`src/rtl/mips_mc_controller_v2.sv`:
```
// mips_mc_controller_v2: multi-cycle control unit for the 32-bit MIPS datapath.
// Memory phases (instruction fetch, load, store) end either after a fixed
// wait count or on a mem_ready handshake. Illegal opcodes park the unit in a
// trap state until reset. A counter tracks retired instructions.
module mips_mc_controller_v2 #(
    parameter int MEM_LATENCY = 1,
    parameter bit USE_READY   = 1'b0,
    parameter int CNT_WIDTH   = 32
) (
    input  logic                 clk,
    input  logic                 rst_n,
    input  logic [5:0]           IR31_26,
    input  logic [5:0]           IR5_0,
    input  logic                 mem_ready,
    output logic                 PCWriteCond,
    output logic                 PCWrite,
    output logic                 IorD,
    output logic                 MemRead,
    output logic                 MemWrite,
    output logic                 MemToReg,
    output logic                 IRWrite,
    output logic                 JumpAndLink,
    output logic                 IsSigned,
    output logic                 ALUSrcA,
    output logic                 RegWrite,
    output logic                 RegDst,
    output logic [1:0]           PCSource,
    output logic [1:0]           ALUSrcB,
    output logic [5:0]           ALUOp,
    output logic                 mem_req,
    output logic                 trap,
    output logic [CNT_WIDTH-1:0] retired
);

    typedef enum logic [4:0] {
        S_FETCH, S_DECODE, S_R_EXEC, S_R_WB, S_I_EXEC, S_I_WB,
        S_ADDR_L, S_ADDR_S, S_LOAD_MEM, S_LOAD_WB, S_STORE_MEM,
        S_BR_TGT, S_BR_CMP, S_JR, S_J, S_JAL, S_TRAP
    } state_t;

    localparam logic [5:0] ALU_ADD  = 6'b001001;
    localparam logic [5:0] ALU_PASS = 6'b111110;
    localparam logic [5:0] ALU_NONE = 6'b111111;

    state_t     state, state_next;
    logic [3:0] wcnt;
    logic       started;    // low from reset until the first edge after release
    logic       mem_phase;
    logic       done;
    logic       fetch_done;

    assign mem_phase  = (state == S_FETCH) || (state == S_LOAD_MEM) || (state == S_STORE_MEM);
    assign done       = USE_READY ? mem_ready : (wcnt == 4'(MEM_LATENCY));
    // No fetch strobes may fire while reset is held or before the first edge.
    assign fetch_done = started && done;

    // Map an opcode/funct pair to the first post-decode state.
    function automatic state_t decode(input logic [5:0] op, input logic [5:0] fn);
        state_t s;
        if (op == 6'b000000) begin
            if (fn == 6'b001000)                         s = S_JR;
            else if (fn == 6'b010000 || fn == 6'b010010) s = S_R_WB;
            else                                         s = S_R_EXEC;
        end else begin
            case (op)
                6'b001001, 6'b010000, 6'b001100, 6'b001101,
                6'b001110, 6'b001010, 6'b001011:            s = S_I_EXEC;
                6'b100011:                                  s = S_ADDR_L;
                6'b101011:                                  s = S_ADDR_S;
                6'b000001, 6'b000100, 6'b000101,
                6'b000110, 6'b000111:                       s = S_BR_TGT;
                6'b000010:                                  s = S_J;
                6'b000011:                                  s = S_JAL;
                default:                                    s = S_TRAP;
            endcase
        end
        return s;
    endfunction

    // Run flag: the first fetch cycle begins at the first edge after reset release.
    // NOTE: registers use non-blocking assignments so every flop samples pre-edge values.
    always_ff @(posedge clk or negedge rst_n) begin
        if (!rst_n) started <= 1'b0;
        else        started <= 1'b1;
    end

    // State register.
    always_ff @(posedge clk or negedge rst_n) begin
        if (!rst_n)       state <= S_FETCH;
        else if (started) state <= state_next;
    end

    // Wait counter: cleared on every state change, counts inside memory phases.
    always_ff @(posedge clk or negedge rst_n) begin
        if (!rst_n) begin
            wcnt <= 4'd0;
        end else if (started) begin
            if (state_next != state) wcnt <= 4'd0;
            else if (mem_phase)      wcnt <= wcnt + 4'd1;
        end
    end

    // Retired counter: one instruction completes on each return to FETCH.
    always_ff @(posedge clk or negedge rst_n) begin
        if (!rst_n)
            retired <= '0;
        else if (started && state != S_FETCH && state_next == S_FETCH)
            retired <= retired + CNT_WIDTH'(1);
    end

    // Next-state logic.
    always_comb begin
        state_next = state;
        case (state)
            S_FETCH:     if (done) state_next = S_DECODE;
            S_DECODE:    state_next = decode(IR31_26, IR5_0);
            S_R_EXEC:    state_next = S_R_WB;
            S_I_EXEC:    state_next = S_I_WB;
            S_ADDR_L:    state_next = S_LOAD_MEM;
            S_ADDR_S:    state_next = S_STORE_MEM;
            S_LOAD_MEM:  if (done) state_next = S_LOAD_WB;
            S_STORE_MEM: if (done) state_next = S_FETCH;
            S_BR_TGT:    state_next = S_BR_CMP;
            S_TRAP:      state_next = S_TRAP;
            default:     state_next = S_FETCH;   // R_WB, I_WB, LOAD_WB, BR_CMP, JR, J, JAL
        endcase
    end

    // Datapath controls decoded from state and IR.
    always_comb begin
        // NOTE: every output gets a default first so no path through the case infers a latch.
        PCWriteCond = 1'b0;
        PCWrite     = 1'b0;
        IorD        = 1'b0;
        MemRead     = 1'b1;
        MemWrite    = 1'b0;
        MemToReg    = 1'b0;
        IRWrite     = 1'b0;
        JumpAndLink = 1'b0;
        IsSigned    = 1'b0;
        ALUSrcA     = 1'b0;
        RegWrite    = 1'b0;
        RegDst      = 1'b0;
        PCSource    = 2'b00;
        ALUSrcB     = 2'b00;
        ALUOp       = ALU_NONE;
        mem_req     = 1'b0;
        trap        = 1'b0;
        case (state)
            S_FETCH: begin
                mem_req = started;
                if (fetch_done) begin
                    IRWrite = 1'b1;
                    PCWrite = 1'b1;
                    ALUSrcB = 2'b01;
                    ALUOp   = ALU_ADD;
                end
            end
            S_R_EXEC: begin
                ALUSrcA = 1'b1;
                ALUOp   = IR31_26;
            end
            S_R_WB: begin
                RegDst   = 1'b1;
                RegWrite = 1'b1;
                if (IR5_0 == 6'b010000 || IR5_0 == 6'b010010) ALUOp = 6'b000000;
            end
            S_I_EXEC: begin
                ALUSrcA = 1'b1;
                ALUSrcB = 2'b10;
                ALUOp   = IR31_26;
            end
            S_I_WB: RegWrite = 1'b1;
            S_ADDR_L, S_ADDR_S, S_LOAD_MEM, S_LOAD_WB: begin
                ALUSrcA = 1'b1;
                ALUSrcB = 2'b10;
                ALUOp   = ALU_ADD;
                if (state == S_LOAD_MEM) begin
                    IorD    = 1'b1;
                    mem_req = 1'b1;
                end
                if (state == S_LOAD_WB) begin
                    IorD     = 1'b1;
                    MemToReg = 1'b1;
                    RegWrite = 1'b1;
                end
            end
            S_STORE_MEM: begin
                IorD     = 1'b1;
                ALUSrcA  = 1'b1;
                ALUSrcB  = 2'b10;
                mem_req  = 1'b1;
                MemRead  = 1'b0;
                MemWrite = 1'b1;
            end
            S_BR_TGT: begin
                IsSigned = 1'b1;
                ALUSrcB  = 2'b11;
                ALUOp    = ALU_ADD;
            end
            S_BR_CMP: begin
                ALUSrcA     = 1'b1;
                ALUOp       = IR31_26;
                PCWriteCond = 1'b1;
                PCSource    = 2'b01;
            end
            S_JR: begin
                PCWrite = 1'b1;
                ALUSrcA = 1'b1;
                ALUOp   = ALU_PASS;
            end
            S_J: begin
                PCWrite  = 1'b1;
                PCSource = 2'b10;
            end
            S_JAL: begin
                PCWrite     = 1'b1;
                PCSource    = 2'b10;
                ALUSrcB     = 2'b01;
                ALUOp       = ALU_PASS;
                JumpAndLink = 1'b1;
            end
            S_TRAP: begin
                MemRead = 1'b0;
                trap    = 1'b1;
            end
            default: ;
        endcase
    end

endmodule

```
`config.mk`:
```
export PLATFORM = sky130hd
export DESIGN_NAME = mips_mc_controller_v2
export DESIGN_NICKNAME = d
export VERILOG_FILES = /design/src/rtl/mips_mc_controller_v2.sv
export SDC_FILE = /design/constraint.sdc
export NUM_CORES = 1
export LEC_CHECK = 0
export CORE_MARGIN = 1.5
export CORE_UTILIZATION = 40
export DETAILED_ROUTE_END_ITERATION = 12
export PLACE_DENSITY = 0.63
export SYNTH_ARGS = -nofsm -noshare
export SYNTH_HDL_FRONTEND = slang
export SYNTH_SLANG_ARGS = --single-unit
```
`constraint.sdc`:
```
create_clock -name clk -period 2.8 [get_ports clk]
set_clock_uncertainty 0.1 [all_clocks]
set_input_delay 0.28 -clock clk [delete_from_list [all_inputs] [get_ports clk]]
set_output_delay 0.28 -clock clk [all_outputs]
set_load 0.005 [all_outputs]
```
==> impl_metrics.py <==
metrics = {
    "logic_synthesis": {
        "ys_ff_latch": 42,
        "ys.warnings.count": 0,
        "syn_avg_cell_area_um2": 9.349,
        "synthDistinctLibCells": 67,
        "ys_async_sr_fraction_pct": 100.0,
        "syn_nets": 353,
        "synth_edf_count": 0,
        "synth_cells": 335,
        "synth_flop_cell": "dfrtp_1",
        "yosysSeqAreaShare_pct": 33.56,
        "synthesis.area_mm2": 0.003132,
    },
    "final_layout": {
        "fillCellCount": 692,
        "drive_gt1_share_pct": 21.05,
        "fin_nets": 435,
        "antenna_cells": 0,
        "instances_no_fill": 520,
        "post-route-util_pct": 54.97,
        "syn2layout_area_growth_pct": 34.24,
    },
    "floorplanning": {
        "core_mm2": 0.007647,
        "initial_core_util_pct": 40.95,
        "dieArea_mm2": 0.008370,
        "ios": 71,
        "die_w_um": 91.49,
        "num_rows": 32,
        "die_height_um": 91.49,
    },
    "detailed_routing": {
        "wl_per_cell_um": 14.36,
        "dr_total_vias": 2755,
        "postRouteAntennaNets": 0,
        "via_per_inst": 5.298,
        "drt_iter0_markers": 222,
        "drtPass1Iterations": 4,
        "drcViolationCount": 0,
        "routed_wirelength_um": 7468,
    },
    "sta": {
        "fmax_mhz": 364.6,
        "fin_setup_tns_ns": 0,
        "period_minus_slack_ns": 2.743,
        "worst_pin_slew_ns": 0.9079,
        "slew_headroom_pct": 39.47,
        "rsz0062_at_grt": "true",
        "drv_slew": 0,
        "hold_ws_ns": 0.01816,
        "post-route-worst-setup-slack_ns": 0.05719,
        "fin_crit_sh_pct": 97.96,
        "setup_violations": 0,
        "final-hold-violation-count": 0,
    },
    "cts": {
        "insertion_delay_ns": 0.29,
        "numCtsBuffers": 5,
        "h-tree-depth": 2,
        "cts_tree": "built",
        "cts_hold_buf": 0,
        "cts-root-buf": "clkbuf_8",
        "clk_path_buf_depth": 2,
        "cts.sinks": 42,
        "clkTransAtPathRegs_ns": 0.08,
    },
    "worst_setup_path": {
        "worstPathRequired_ns": 2.42,
        "worstSetupPathType": "in -> out",
        "cpMaxStageDelayCell": "clkdlybuf4s50_1",
        "critPathCaptureType": "output port",
        "critPathMaxFanout": 3,
        "crit_cells": 9,
        "slowest_delay_ns": 0.40,
        "arrival_ns": 2.36,
        "crit_path_end": "ALUOp[5]",
        "r2r_end": "retired[1]",
        "crit_start": "IR5_0[0]",
        "worstRegToRegCells": 6,
        "crit_chain": "clkdlybuf4s50_1 -> or3_4 -> nor3b_4 -> o21ai_2 -> a311oi_2 -> o211ai_1 -> buf_4 -> a21o_1 -> clkdlybuf4s15_1",
        "cp_top_family": "buffers and inverters",
        "r2r_start": "state[2]",
        "path_buf_inv": 3,
        "r2r_slack_ns": 0.25,
        "setup.worst_path.start_class": "input pin",
    },
    "worst_hold_path": {
        "holdCritPathClass": "in -> async",
    },
    "power": {
        "powerDensity_mw_per_mm2": 547.5,
        "max-vdd-ir-drop_mv": 0.2879,
        "p_leak_nw": 1.765,
    },
    "global_route": {
        "grt_pass1_wl_um": 12830,
        "grt_pass1_vias": 2605,
        "overflow": 0,
        "track_usage_pct": 18.52,
        "antenna_found_initial": 0,
        "grt_max_degree": 43,
    },
    "place": {
        "dp.final_hpwl_um": 5542,
        "place_congestion": 0.8819,
        "port_buffers": 69,
        "place_inst": 507,
        "dp_slack_ns": -0.3656,
    },
    "run": {
        "maxCapViolCount": 0,
    },
    "outcome": {
        "status": "finished, final reports clean",
    },
}
## state kept, by name, summed over array words and instances (netlist names)
register and count:
started 1, state 5, retired 32, wcnt 4
## stage by stage
stage | cell area (um2) | total power (W)
finish | 4204 | 0.002302
global route | 4204 | 0.002454
CTS | 4178 | 0.002300
detailed placement | 3996 | 0.001713
global placement | 3996 | 0.001704
floorplan | 3132 | 0.001310
## final cells by class
cell class | instances | area, um2 | share of cell area (%)
Multi-Input combinational cell | 249 | 1889 | 44.94
Sequential cell | 42 | 1051 | 25.00
Timing Repair Buffer | 100 | 922.1 | 21.93
Tap cell | 102 | 127.6 | 3.036
Clock buffer | 6 | 82.58 | 1.964
Inverter | 19 | 71.32 | 1.696
Clock inverter | 2 | 60.06 | 1.429
## placed cells by master (no fill, tap or decap), types with 4 or more instances in the layout
master / n
a211oi_1: 4
a21o_1: 6
a21oi_1: 17
buf_4: 30
clkbuf_8: 6
clkdlybuf4s50_1: 62
dfrtp_1: 42
inv_1: 19
nand2_1: 29
nand2b_1: 6
nand3_1: 13
nand4_1: 5
nor2_1: 20
nor3_1: 12
nor3_2: 6
nor4_2: 17
o21ai_0: 11
or3_1: 6
xnor2_1: 8
xor2_1: 23
## how the worst min path moves through the flow
stage | startpoint | to | slack, ns | cells past startpoint
5_1_grt | rst_n | retired[5] | 0.10 | 1
3_3_place_gp | retired[31] | retired[31] | 0.36 | 1
6_report | rst_n | retired[4] | 0.02 | 1
4_1_cts | rst_n | retired[9] | 0.05 | 1
3_5_place_dp | retired[31] | retired[31] | 0.36 | 1
2_1_floorplan | rst_n | retired[0] | -0.12 | 0
## cell families after synthesis
family                   share of synthesized area (%)
AND/OR/NAND/NOR                                  31.60
other                                           0.1197
flip-flops                                       33.56
multiplexers                                    0.4793
adder cells (fa/ha/maj)                          1.199
AO/OA/AOI/OAI                                    16.82
XOR/XNOR                                         8.670
buffers and inverters                            7.551
## report_power, final
| group | internal [W] | switching, W |
|---|---|---|
| Sequential | 0.000664 | 0.000100 |
| Combinational | 0.000491 | 0.000469 |
| Clock | 0.000380 | 0.000197 |
| Total | 0.00154 | 0.000766 |
## cells in the mapped netlist (2+ instances only)
cell | instances | area, um2
nand4_1 | 5 | 31.28
or2_2 | 2 | 12.51
nand4b_1 | 2 | 17.52
nand2b_1 | 6 | 37.54
nand4_4 | 2 | 42.54
xnor2_1 | 8 | 70.07
or3_1 | 7 | 43.79
a2111oi_0 | 2 | 17.52
buf_2 | 6 | 30.03
o21ai_0 | 12 | 60.06
nand2_1 | 29 | 108.9
xor2_1 | 23 | 201.4
nand3_1 | 13 | 65.06
nor2b_1 | 2 | 12.51
a21oi_1 | 17 | 85.08
nor3_1 | 13 | 65.06
and2_1 | 2 | 12.51
inv_1 | 19 | 71.32
nor2_1 | 20 | 75.07
o2bb2ai_1 | 2 | 17.52
a21o_1 | 6 | 45.04
nor3b_1 | 5 | 37.54
ha_1 | 3 | 37.54
buf_4 | 3 | 22.52
nor4_1 | 2 | 12.51
and4_1 | 2 | 17.52
o211ai_1 | 2 | 15.01
o311ai_2 | 3 | 48.80
nand3b_1 | 2 | 15.01
nor4_2 | 17 | 212.7
dfrtp_1 | 42 | 1051
buf_6 | 7 | 78.83
a211oi_1 | 4 | 30.03
nor3_2 | 5 | 50.05
clkbuf_1 | 8 | 30.03
## routing by layer
layer / share of wire, % / GRT usage [%] / up-vias
li1: - / - / 1373
met1: 48 / 27.44 / 1317
met2: 48 / 29.48 / 63
met3: 3.9 / 2.764 / 2
met4: 0.20 / 1.563 / 0
met5: 0 / 0 / -
## worst register-to-register path: cells and delay by family, from the launching register on
family / cells / cell delay, ns
compound gates: 1 / 0.16
mux: 1 / 0.30
simple gates: 4 / 1.16
flops: 1 / 0.73
## repair_timing
item,4_1_cts,5_1_grt
pin swaps,3,1
setup buffers,3,2
endpoints found under the setup margin,6,10
gates resized for setup,10,10
Power figures use the tool's default switching activity.
